File: config.mk
export PLATFORM = sky130hd
export DESIGN_NAME = pc_gen
export DESIGN_NICKNAME = d
export VERILOG_FILES = /design/src/rtl/pc_gen.sv
export SDC_FILE = /design/constraint.sdc
export NUM_CORES = 1
export LEC_CHECK = 0
export ABC_AREA = 1
export ABC_CLOCK_PERIOD_IN_PS = 1600
export BUFFER_PORTS_ARGS = -buffer_cell sky130_fd_sc_hd__buf_2
export CORE_MARGIN = 3
export CORE_UTILIZATION = 47
export DETAILED_ROUTE_END_ITERATION = 10
export GPL_TIMING_DRIVEN = 0
export PLACE_DENSITY_LB_ADDON = 0.12
export SLEW_MARGIN = 10
export SYNTH_ARGS = -nofsm -noshare
export SYNTH_HDL_FRONTEND = slang
export SYNTH_SLANG_ARGS = --single-unit
File: constraint.sdc
create_clock -name clk -period 1.6 [get_ports clk]
set_input_delay 0.32 -clock clk [delete_from_list [all_inputs] [get_ports clk]]
set_output_delay 0.32 -clock clk [all_outputs]
set_load 0.005 [all_outputs]
File: src/rtl/pc_gen.sv
// pc_gen -- program-counter generator feeding the instruction-fetch stage.
//
// Holds the architectural fetch PC and offers it to fetch over a
// valid/ready handshake, advancing by STEP on every accepted fetch.
// Traps beat branch/jump redirects, which beat the sequential increment.
// A halt request parks the block in HALT until reset.
//
// Optional build macro: PC_ALIGN_CHECK_EN
//   defined   - redirect targets with addr[1:0] != 0 are rejected and
//               reported on misalign / misalign_addr (traps never checked)
//   undefined - targets load verbatim, misalign outputs tied to 0
//
// Ports:
//   clk, reset           clock, synchronous active-high reset
//   trap_valid/_target   trap redirect (highest priority)
//   redir_valid/_target  branch/jump redirect from execute
//   halt_req             stop fetching (honoured in RUN only)
//   out_valid/_ready/_pc fetch request handshake
//   halted               block is parked in HALT
//   fetch_count          number of accepted fetches (wraps)
//   misalign/_addr       rejected misaligned redirect report
module pc_gen #(
  parameter logic [63:0] RESET_PC = 64'h0000_0000_8000_0000,
  parameter int unsigned STEP     = 4
) (
  input  logic        clk,
  input  logic        reset,
  input  logic        trap_valid,
  input  logic [63:0] trap_target,
  input  logic        redir_valid,
  input  logic [63:0] redir_target,
  input  logic        halt_req,
  output logic        out_valid,
  input  logic        out_ready,
  output logic [63:0] out_pc,
  output logic        halted,
  output logic [63:0] fetch_count,
  output logic        misalign,
  output logic [63:0] misalign_addr
);

  localparam logic [1:0] S_BOOT = 2'd0;
  localparam logic [1:0] S_RUN  = 2'd1;
  localparam logic [1:0] S_HALT = 2'd2;

  logic [1:0]  state;
  logic [63:0] pc_q;
  logic [63:0] cnt_q;
  logic [63:0] next_pc;
  logic        active;
  logic        fire;
  logic        redir_bad;
  logic        redir_ok;

  // BOOT and RUN both accept redirects; only RUN offers a fetch.
  assign active    = (state == S_BOOT) || (state == S_RUN);
  assign out_valid = (state == S_RUN);
  assign halted    = (state == S_HALT);
  assign out_pc    = pc_q;
  assign fetch_count = cnt_q;
  assign fire      = out_valid & out_ready;

`ifdef PC_ALIGN_CHECK_EN
  assign redir_bad = redir_valid & (redir_target[1:0] != 2'b00);
`else
  assign redir_bad = 1'b0;
`endif
  assign redir_ok  = redir_valid & ~redir_bad;

  always_comb begin
    next_pc = pc_q;
    if (trap_valid)    next_pc = trap_target;
    else if (redir_ok) next_pc = redir_target;
    else if (fire)     next_pc = pc_q + 64'(STEP);
  end

  always_ff @(posedge clk) begin
    if (reset) begin
      state <= S_BOOT;
      pc_q  <= RESET_PC;
      cnt_q <= '0;
    end else begin
      case (state)
        S_BOOT: begin
          pc_q  <= next_pc;
          state <= S_RUN;
        end
        S_RUN: begin
          pc_q <= next_pc;
          if (fire)     cnt_q <= cnt_q + 64'd1;
          if (halt_req) state <= S_HALT;
        end
        S_HALT: state <= S_HALT;
        default: state <= S_BOOT;
      endcase
    end
  end

`ifdef PC_ALIGN_CHECK_EN
  // Flag pulses for one cycle after a rejected redirect; the address
  // is sticky until the next rejection or reset.
  always_ff @(posedge clk) begin
    if (reset) begin
      misalign      <= 1'b0;
      misalign_addr <= '0;
    end else begin
      misalign <= active & redir_bad;
      if (active & redir_bad) misalign_addr <= redir_target;
    end
  end
`else
  assign misalign      = 1'b0;
  assign misalign_addr = '0;
`endif

endmodule
==> flow_summary.toml <==
[outcome]
outcome = "complete, but fails checks"
violations = "negative setup slack"

[critical_path]
critPathSlowestCell = "dfxtp_2"
cp_cell_sequence = "inv_4 -> ha_4 -> nand2_8 -> buf_12 -> clkinv_8 -> nor2_4 -> buf_12 -> buf_12 -> buf_8 -> a221oi_4 -> a21oi_1"
cp_max_fo = 5
critPathLaunchType = "register"
crit_path_end_kind = "register"
critPathMaxStageDelay_ns = 0.34
worstPathRequired_ns = 1.89
crit_buf_inv = 6
rr_endpoint = "out_pc[63]"
worstReg2RegStart = "state[1]"
cpMostUsedCell = "buf_12"
crit_family = "buffers and inverters"
rr_worst_depth = 11
rrSetupSlack_ns = -0.27
critical_path_class = "reg2reg"
cp-startpoint = "state[1]"
arrival_ns = 2.16

[route]
route.final.wire_length_um = 40000
drcViolationCount = 0
wl_per_cell_um = 18.1
drtPass1Iterations = 5
routed_via_density = 5.46
ant_nets = 0
drtIter0Drc = 1116
vias = 12100

[finish]
post_route_cells_drive_above_1_share = 0.438
multi_input_area_um2 = 7210
layout.cells.most_common = "nand2_1"
nNetsFinal = 2078
final_area_um2 = 14200
area.sequential_um2 = 2760
area_growth_pct = 49.5
fill_cells = 1623
final_cell_mix = "nand2_1, buf_2, nor2_1"
final_util = 0.722

[sta]
hold_viol = 0
fmax_mhz = 534
rsz0062_at_grt = "true"
fin_crit_sh = 1.17
period_minus_slack_ns = 1.87
fin_ws_ns = -0.272
setup_tns_ns = -17.31
slew_headroom = 0.434
fin_skew_ns = 0.0128
slew_violations = 0
setup-violations-final = 104
worst_pin_slew_ns = 0.849
hold_slack_ns = 0.148

[global_routing]
globalRoute.totalOverflow = 0
antenna_found_initial = 1
grt_pass1_vias = 10500
grt_pass1_wl_um = 56500
grt_max_degree = 17
grt_use_total = 0.324

[placement]
io_buffers = 262
place_area_um2 = 11500
dpl.hpwl_um = 28600
place_congestion = 0.986
dpl_worst_slack_ns = -0.773

[power]
ir_drop_mv = 0.779
leakagePower_nw = 6.05
power_density_nw_per_um2 = 1140

[worst_hold_path]
hold_depth = 3
hold_start = "trap_target[5]"
hp-class = "in2reg"
worst_hold_path.endpoint = "out_pc[5]"

[cts]
cts_inserted_buffers = 17
cts.sinks = 130
cts-root-buf = "clkbuf_16"
cts_tree = "yes"
ctsHtreeMaxLevel = 4
insertion_delay_ns = 0.42
clock_path_buffers = 2
clkSlewWorstSetupHoldPaths_ns = 0.07

[floorplan]
die_y_um = 148
start_util = 0.483
die_area_um2 = 22000
die_w_um = 148
coreArea_um2 = 19700
io_pins = 329
placementRows = 51

[run]
max_cap_violations = 0

[synth]
synth.area.top_cells = "dfxtp_1, nand2_1, nor2_1"
syn_inst = 1520
synth_top_area_cell = "dfxtp_1"
synth_cell_types = 46
syn_area_um2 = 9530
yosys.area.top_type_share = 0.273
seq_area_frac_synth = 0.273
yosysWarnings = 0
postSynthAreaPerCell_um2 = 6.27
ys_ff_latch = 130
-- registers in the layout, indices dropped and copies added, names as in the netlist --
signal / cells
fetch_count: 64
out_pc: 64
state: 2
-- stage by stage --
| step | total power, mW | instances |
|---|---|---|
| detailed placement | 9.43 | 2111 |
| global route | 16.9 | 2216 |
| finish | 16.3 | 2216 |
| CTS | 14.4 | 2168 |
| global placement | 9.35 | 2111 |
| floorplan | 7.40 | 1584 |
-- kinds of logic (layout without fill, tap and decap cells) --
group,after synthesis,after routing,synth area share
xor gates and xnor gates,33,33,0.0303
and+or+nand+nor,824,824,0.383
other,1,66,0.000394
AOI/OAI and AO/OA,281,281,0.182
DFF,130,130,0.273
adders and majority gates,6,6,0.00788
buffers and inverters,245,611,0.123
-- worst max path at each step --
stage                     cells after the start               to
after global placement                        8       out_pc[57]
after detailed placement                      8       out_pc[57]
final                                        11       out_pc[63]
after CTS                                    11  fetch_count[53]
after floorplan                              11  fetch_count[56]
after global routing                         12  fetch_count[53]
-- synthesized netlist by cell type (all sizes together) --
cell type and n:
a21o 1, a21oi 94, a221oi 53, a22o 2
a22oi 2, a31oi 5, a41oi 5, and2 1
and3 1, buf 74, clkbuf 38, clkinv 4
conb 1, dfxtp 130, ha 6, inv 129
nand2 423, nand3 80, nand4 26, nor2 274
nor3 13, nor3b 1, nor4 3, o211ai 1
o21a 2, o21ai 93, o21bai 22, o22ai 1
or2 2, xnor2 18, xor2 15
-- area by class of cell --
class,instances,share of cell area
Multi-Input combinational cell,1209,0.506
Timing Repair inverter,1,0.000615
Clock inverter,12,0.00931
Sequential cell,130,0.194
Tap cell,265,0.0233
Antenna cell,1,0.000176
Inverter,133,0.0366
Clock buffer,19,0.0318
Buffer,111,0.0585
Timing Repair Buffer,335,0.140
-- tightest hold or removal path: cells and delay by family --
family	cells	cell delay, ns
compound gates	1	0.07
simple gates	1	0.05
buf+inv	1	0.09
-- report_power, final --
| part | total [mW] | leakage, nW | internal (mW) | switching (mW) |
|---|---|---|---|---|
| clock network | 3.98 | 0.282 | 2.37 | 1.61 |
| registers | 5.21 | 1.11 | 4.02 | 1.19 |
| logic | 7.07 | 4.66 | 3.45 | 3.62 |
-- metal layers --
layer / track usage / vias to the layer above / part of all wire
li1: - / 5755 / -
met1: 0.442 / 5562 / 0.41
met2: 0.510 / 683 / 0.46
met3: 0.0792 / 93 / 0.098
met4: 0.0961 / 0 / 0.032
met5: 0 / - / 0
-- what timing repair did --
action | 4_1_cts | 5_1_grt
gates resized for setup | 175 | 344
pin swaps | 26 | 60
buffers inserted | 26 | 42
hold buffers | 0 | 0
endpoints found under the setup margin | 112 | 123
cloned | 1 | 5
(Power assumes the default switching activity.)
